`src/rtl/csr_trap_ctrl_pkg.sv`:
```
// Shared CSR addresses, op codes and sequencer state encodings for csr_trap_ctrl.
// The MSTATUS states exist only when CSR_TRAP_MSTATUS_EN is defined.
package csr_trap_ctrl_pkg;

  localparam logic [11:0] CSR_MSTATUS = 12'h300;
  localparam logic [11:0] CSR_MTVEC   = 12'h305;
  localparam logic [11:0] CSR_MEPC    = 12'h341;
  localparam logic [11:0] CSR_MCAUSE  = 12'h342;

  typedef enum logic [1:0] {
    OP_RO = 2'b00,
    OP_RW = 2'b01,
    OP_RS = 2'b10,
    OP_RC = 2'b11
  } csr_op_e;

  typedef enum logic [2:0] {
    S_IDLE    = 3'd0,
    S_T_EPC   = 3'd1,
    S_T_CAUSE = 3'd2,
    S_T_VEC   = 3'd3,
    S_M_EPC   = 3'd4,
`ifdef CSR_TRAP_MSTATUS_EN
    S_C_RMW   = 3'd5,
    S_T_MST   = 3'd6,
    S_M_MST   = 3'd7
`else
    S_C_RMW   = 3'd5
`endif
  } state_e;

endpackage

```
`src/rtl/csr_trap_ctrl_alu.sv`:
```
// Combinational RW/RS/RC new-value computation and write qualification for CSR instructions.
module csr_trap_ctrl_alu
  import csr_trap_ctrl_pkg::*;
#(
  parameter int W = 32
) (
  input  logic [1:0]   i_op,
  input  logic [W-1:0] i_addr,
  input  logic [W-1:0] i_src,
  input  logic [W-1:0] i_rdata,
  output logic [W-1:0] o_old,
  output logic [W-1:0] o_wdata,
  output logic         o_wen
);

  logic w_sup;

  // Unknown addresses would land in mtvec inside the CSR file, so they must never write.
  assign w_sup = (i_addr == W'(CSR_MSTATUS)) || (i_addr == W'(CSR_MTVEC)) ||
                 (i_addr == W'(CSR_MEPC))    || (i_addr == W'(CSR_MCAUSE));

  assign o_old = w_sup ? i_rdata : '0;

  always_comb begin
    o_wdata = o_old | i_src;
    case (i_op)
      OP_RW:   o_wdata = i_src;
      OP_RC:   o_wdata = o_old & ~i_src;
      default: o_wdata = o_old | i_src;
    endcase
  end

  assign o_wen = w_sup && ((i_op == OP_RW) || ((i_op == OP_RS || i_op == OP_RC) && (i_src != '0)));

endmodule

```
`src/rtl/csr_trap_ctrl.sv`:
```
// Trap/mret/CSR-instruction sequencer in front of a single-write-port M-mode CSR file.
// Define CSR_TRAP_MSTATUS_EN to add the mstatus update states to trap and mret.
module csr_trap_ctrl
  import csr_trap_ctrl_pkg::*;
#(
  parameter int WIDTH_SIZE = 32
) (
  input  logic                  clk_i,
  input  logic                  rst_n_i,
  input  logic                  trap_req_i,
  input  logic                  mret_req_i,
  input  logic                  csr_req_i,
  input  logic [1:0]            csr_op_i,
  input  logic [WIDTH_SIZE-1:0] csr_addr_i,
  input  logic [WIDTH_SIZE-1:0] csr_src_i,
  input  logic [WIDTH_SIZE-1:0] pc_i,
  input  logic [WIDTH_SIZE-1:0] cause_i,
  input  logic [WIDTH_SIZE-1:0] csr_rdata_i,
  output logic [WIDTH_SIZE-1:0] csr_raddr_o,
  output logic                  csr_wen_o,
  output logic [WIDTH_SIZE-1:0] csr_waddr_o,
  output logic [WIDTH_SIZE-1:0] csr_wdata_o,
  output logic                  ready_o,
  output logic                  redirect_valid_o,
  output logic [WIDTH_SIZE-1:0] redirect_pc_o,
  output logic                  done_o,
  output logic [WIDTH_SIZE-1:0] csr_old_o
);

  localparam int W = WIDTH_SIZE;

  state_e         r_state, w_next;
  logic [W-1:0]   r_pc, r_cause, r_addr, r_src;
  logic [1:0]     r_op;
  logic [W-1:0]   w_alu_old, w_alu_wdata;
  logic           w_alu_wen;

  always_ff @(posedge clk_i or negedge rst_n_i) begin
    if (!rst_n_i) begin
      r_state <= S_IDLE;
      r_pc    <= '0;
      r_cause <= '0;
      r_addr  <= '0;
      r_src   <= '0;
      r_op    <= '0;
    end else begin
      r_state <= w_next;
      if (r_state == S_IDLE && (trap_req_i || mret_req_i || csr_req_i)) begin
        r_pc    <= pc_i;
        r_cause <= cause_i;
        r_addr  <= csr_addr_i;
        r_src   <= csr_src_i;
        r_op    <= csr_op_i;
      end
    end
  end

  csr_trap_ctrl_alu #(.W(W)) u_alu (
    .i_op    (r_op),
    .i_addr  (r_addr),
    .i_src   (r_src),
    .i_rdata (csr_rdata_i),
    .o_old   (w_alu_old),
    .o_wdata (w_alu_wdata),
    .o_wen   (w_alu_wen)
  );

  always_comb begin
    w_next           = r_state;
    ready_o          = 1'b0;
    csr_raddr_o      = '0;
    csr_wen_o        = 1'b0;
    csr_waddr_o      = '0;
    csr_wdata_o      = '0;
    redirect_valid_o = 1'b0;
    redirect_pc_o    = '0;
    done_o           = 1'b0;
    csr_old_o        = '0;
    case (r_state)
      S_IDLE: begin
        ready_o = 1'b1;
        if (trap_req_i)      w_next = S_T_EPC;
`ifdef CSR_TRAP_MSTATUS_EN
        else if (mret_req_i) w_next = S_M_MST;
`else
        else if (mret_req_i) w_next = S_M_EPC;
`endif
        else if (csr_req_i)  w_next = S_C_RMW;
      end
      S_T_EPC: begin
        csr_wen_o   = 1'b1;
        csr_waddr_o = W'(CSR_MEPC);
        csr_wdata_o = r_pc;
        w_next      = S_T_CAUSE;
      end
      S_T_CAUSE: begin
        csr_wen_o   = 1'b1;
        csr_waddr_o = W'(CSR_MCAUSE);
        csr_wdata_o = r_cause;
`ifdef CSR_TRAP_MSTATUS_EN
        w_next      = S_T_MST;
`else
        w_next      = S_T_VEC;
`endif
      end
`ifdef CSR_TRAP_MSTATUS_EN
      S_T_MST: begin
        // MPIE <- MIE, MIE <- 0, MPP <- M
        csr_raddr_o        = W'(CSR_MSTATUS);
        csr_wen_o          = 1'b1;
        csr_waddr_o        = W'(CSR_MSTATUS);
        csr_wdata_o        = csr_rdata_i;
        csr_wdata_o[7]     = csr_rdata_i[3];
        csr_wdata_o[3]     = 1'b0;
        csr_wdata_o[12:11] = 2'b11;
        w_next             = S_T_VEC;
      end
      S_M_MST: begin
        csr_raddr_o        = W'(CSR_MSTATUS);
        csr_wen_o          = 1'b1;
        csr_waddr_o        = W'(CSR_MSTATUS);
        csr_wdata_o        = csr_rdata_i;
        csr_wdata_o[3]     = csr_rdata_i[7];
        csr_wdata_o[7]     = 1'b1;
        csr_wdata_o[12:11] = 2'b11;
        w_next             = S_M_EPC;
      end
`endif
      S_T_VEC: begin
        csr_raddr_o      = W'(CSR_MTVEC);
        redirect_valid_o = 1'b1;
        redirect_pc_o    = {csr_rdata_i[W-1:2], 2'b00};
        w_next           = S_IDLE;
      end
      S_M_EPC: begin
        csr_raddr_o      = W'(CSR_MEPC);
        redirect_valid_o = 1'b1;
        redirect_pc_o    = csr_rdata_i;
        w_next           = S_IDLE;
      end
      S_C_RMW: begin
        csr_raddr_o = r_addr;
        csr_waddr_o = r_addr;
        csr_wen_o   = w_alu_wen;
        csr_wdata_o = w_alu_wdata;
        csr_old_o   = w_alu_old;
        done_o      = 1'b1;
        w_next      = S_IDLE;
      end
      default: w_next = S_IDLE;
    endcase
  end

endmodule

```
`config.mk`:
```
export PLATFORM = sky130hd
export DESIGN_NAME = csr_trap_ctrl
export DESIGN_NICKNAME = d
export VERILOG_FILES = /design/src/rtl/csr_trap_ctrl_pkg.sv /design/src/rtl/csr_trap_ctrl_alu.sv /design/src/rtl/csr_trap_ctrl.sv
export SDC_FILE = /design/constraint.sdc
export NUM_CORES = 1
export LEC_CHECK = 0
export CAP_MARGIN = 40
export CORE_UTILIZATION = 37
export CTS_CLUSTER_DIAMETER = 40
export DETAILED_ROUTE_END_ITERATION = 8
export GPL_TIMING_DRIVEN = 1
export PLACE_DENSITY = 0.77
export SETUP_SLACK_MARGIN = 0.4
export SYNTH_ARGS = -nofsm -noshare
export SYNTH_HDL_FRONTEND = slang
export SYNTH_SLANG_ARGS = --single-unit
```
`constraint.sdc`:
```
create_clock -name clk_i -period 1.82 [get_ports clk_i]
set_input_delay 0.182 -clock clk_i [delete_from_list [all_inputs] [get_ports clk_i]]
set_output_delay 0.182 -clock clk_i [all_outputs]
set_load 0.02 [all_outputs]
```
==> qor.yml <==
crit_required_ns: 1.64
numCtsBuffers: 17
gp_congestion: 0.866
die_w_um: 138
ys.flop_type: "dfrtp_1"
setup.worst_path.end_class: "primary output"
ys_async_sr_fraction_pct: 100
via_per_inst: 5.35
firstDrtPassIters: 9
path_cells: "nor4_2 > buf_4 > nand4_1 > or4_4 > buf_12 > o21ai_4 > clkdlybuf4s15_2"
wl_um: 32800
setup_slack_ns: -1.03
total_leakage_power_nw: 6.82
syn-mean-instance-area_um2: 11.7
crit_buf_inv: 3
final.min_clock_period_ns: 2.85
ant_nets: 0
hold_viol_final: 0
syn_area_mm2: 0.00689
max-vdd-ir-drop_uv: 1080
grt_start_max_net_pins: 50
fmax_mhz: 351
tightest_slew_ns: 0.437
max_stage_delay_ns: 0.50
r2r_cells: 11
cp-start-kind: "register"
clkTransAtPathRegs_ns: 0.07
switching_share_pct: 36.6
dp_hpwl_um: 19300
synth-edff-count: 0
drv_slew: 0
switching_power_mw: 9.77
drtIter0Drc: 485
dieArea_mm2: 0.0192
status: "finished with violations"
powerDensity_mw_per_mm2: 1780
cp.arrival_ns: 2.66
whs_ns: 0.243
maxCapViolCount: 0
fillers: 916
insertion_delay_ns: 0.42
regToRegSetupSlack_ns: -0.43
violations: "design-rule violations, negative setup slack"
hold_path_class: "in2async"
vias: 7293
combPwrFrac_pct: 66.2
fp-row-count: 49
grt_pass1_vias: 7548
clkSinkCount: 133
finClkSkew_ns: 0.0103
globalRouteOverflowTotal: 0
ys.warnings.count: 0
antenna_found_initial: 1
start_util_pct: 38.1
seq_power_share_pct: 21.3
ys_top_cells_by_area: "dfrtp_1 (48%), mux2_2 (21%), and2_1 (11%), a222oi_1 (4.7%), nand2b_1 (3.3%)"
cts_tree: "done"
min_period_over_period_pct: 156
fp.dieH_um: 138
slowest_stage: "or4_4"
drive_above_1_share_pct: 64.2
rsz0062_at_grt: "true"
cts_root_buf: "clkbuf_16"
synth_seq_cells: 133
area_growth_syn_to_layout_pct: 118
worstPathMaxFanout: 22
ioPinCount: 331
clkPwrFrac_pct: 12.5
cts_max_path_buffers: 2
synth.top_cell.area_share_pct: 48.3
fin_nets: 1286
synth_nets: 755
regToRegStartpoint: "r_state[2]"
synth_cell_type_count: 37
track_usage_pct: 30.7
crit_family: "simple AND/OR/NAND/NOR gates"
critPathKind: "reg2out"
drc: 20
postLayoutCellArea_mm2: 0.0150
p_int_mw: 16.9
portBuffers: 330
slew_headroom_pct: 70.6
ys_top_cells_by_count: "dfrtp_1 (133), mux2_2 (130), and2_1 (117)"
netlist_instances: 588
core-area_mm2: 0.0181
power_mw: 26.7
routedWlPerCell_um: 24.1
r2r-end: "r_cause[16]"
synthMostInstantiatedCell: "dfrtp_1"
synth_seq_area_share_pct: 48.3
synth_top_cell_by_area: "dfrtp_1"
finalSetupViolCount: 295
htree_levels: 4
crit_cells: 7
place_area_mm2: 0.0125
grt_first_pass_wirelength_um: 44300
## routing by layer
layer / vias up / share of wire (%) / wire (um) / GRT usage, %
met5: - / 0 / 0 / 0
met1: 3689 / 39 / 12800 / 37.5
met3: 76 / 6.2 / 2030 / 5.89
li1: 3186 / - / - / -
met2: 342 / 51 / 16800 / 53.4
met4: 0 / 3.6 / 1180 / 11.9
## cell type report
cell class              instances  area (um^2)  share of cell area, %
inverters                       2         7.51                 0.0500
repair buffers                555         6160                   41.0
clock buffers                  19          443                   2.95
well taps                     229          287                   1.91
clock inverters                13          124                  0.826
multi-input cells             410         4650                   31.0
flip-flops and latches        133         3330                   22.2
diodes                          1         2.50                 0.0167
## sequential cells by signal, indices dropped and copies added (netlist names)
signal / count
r_addr: 32
r_cause: 32
r_op: 2
r_pc: 32
r_src: 32
r_state: 3
## worst max path at each step
stage	from	end	slack, ns
floorplan	r_state[1]	csr_wdata_o[0]	-0.12
global placement	r_addr[7]	csr_wdata_o[10]	-0.93
detailed placement	r_addr[5]	csr_old_o[7]	-0.89
CTS	r_addr[31]	csr_wdata_o[10]	-0.93
global route	r_addr[31]	csr_wdata_o[20]	-1.05
finish	r_addr[11]	csr_wdata_o[20]	-1.03
## placed cells by master (no fill, tap or decap), drive strengths merged, types with 2 or more instances in the layout
cell           count
clkdlybuf4s15     16
a211oi             2
nand2             10
nor4              12
clkbuf            35
nor2b              2
nor3               4
dfrtp            133
and3               2
a222oi            32
nand4              4
nand2b            36
mux2             130
o21ai             34
and4bb             2
nor3b              3
nand3              2
clkdlybuf4s50    165
nor2               3
clkinv             3
and2             117
inv                6
or4                2
buf              357
a21o               2
clkinvlp           5
nor4b              2
## worst register-to-register path, stage by stage, from the launching register on
cell and delay, ns:
dfrtp_1 0.40, buf_6 0.12, buf_6 0.11, buf_12 0.13, buf_8 0.13, buf_6 0.12, nor3_4 0.16, o31a_4 0.26
buf_12 0.13, clkbuf_16 0.14, clkbuf_16 0.15, mux2_4 0.29
## logic make-up (layout without fill, tap and decap cells)
kind of cell / count (synthesis) / count (layout) / synth area share, %
and+or+nand+nor: 204 / 204 / 18.5
DFF: 133 / 133 / 48.3
muxes: 131 / 131 / 21.4
AOI/OAI and AO/OA: 73 / 73 / 7.90
buffers and inverters: 45 / 589 / 3.62
xor gates and xnor gates: 2 / 2 / 0.254
other: 0 / 1 / 0
## power by group through the flow
stage	sequential (mW)	combinational, mW	clock [mW]
after detailed placement	5.49	14.2	0
after CTS	5.54	15.4	3.33
after global placement	5.45	14.0	0
after floorplan	5.39	8.35	0
final	5.70	17.7	3.34
after global routing	5.81	18.4	3.50
## repair_timing
action                                 in CTS  in global routing
endpoints found under the hold margin      33                  0
gates resized for setup                   871                215
pin swaps                                  28                 17
hold buffers                                1                  0
gates cloned                               13                 15
setup endpoints to repair                 295                297
buffers inserted                           39                 14
## metrics by stage
step	instances	util (%)	setup TNS, ns	setup WS (ns)
after global placement	1247	69.2	-76.89	-0.930
after CTS	1332	78.1	-128.21	-0.927
after floorplan	588	-	-6.09	-0.121
after detailed placement	1247	69.2	-76.60	-0.886
final	1362	82.9	-141.11	-1.03
after global routing	1362	82.9	-150.29	-1.05
Power figures use the tool's default switching activity.
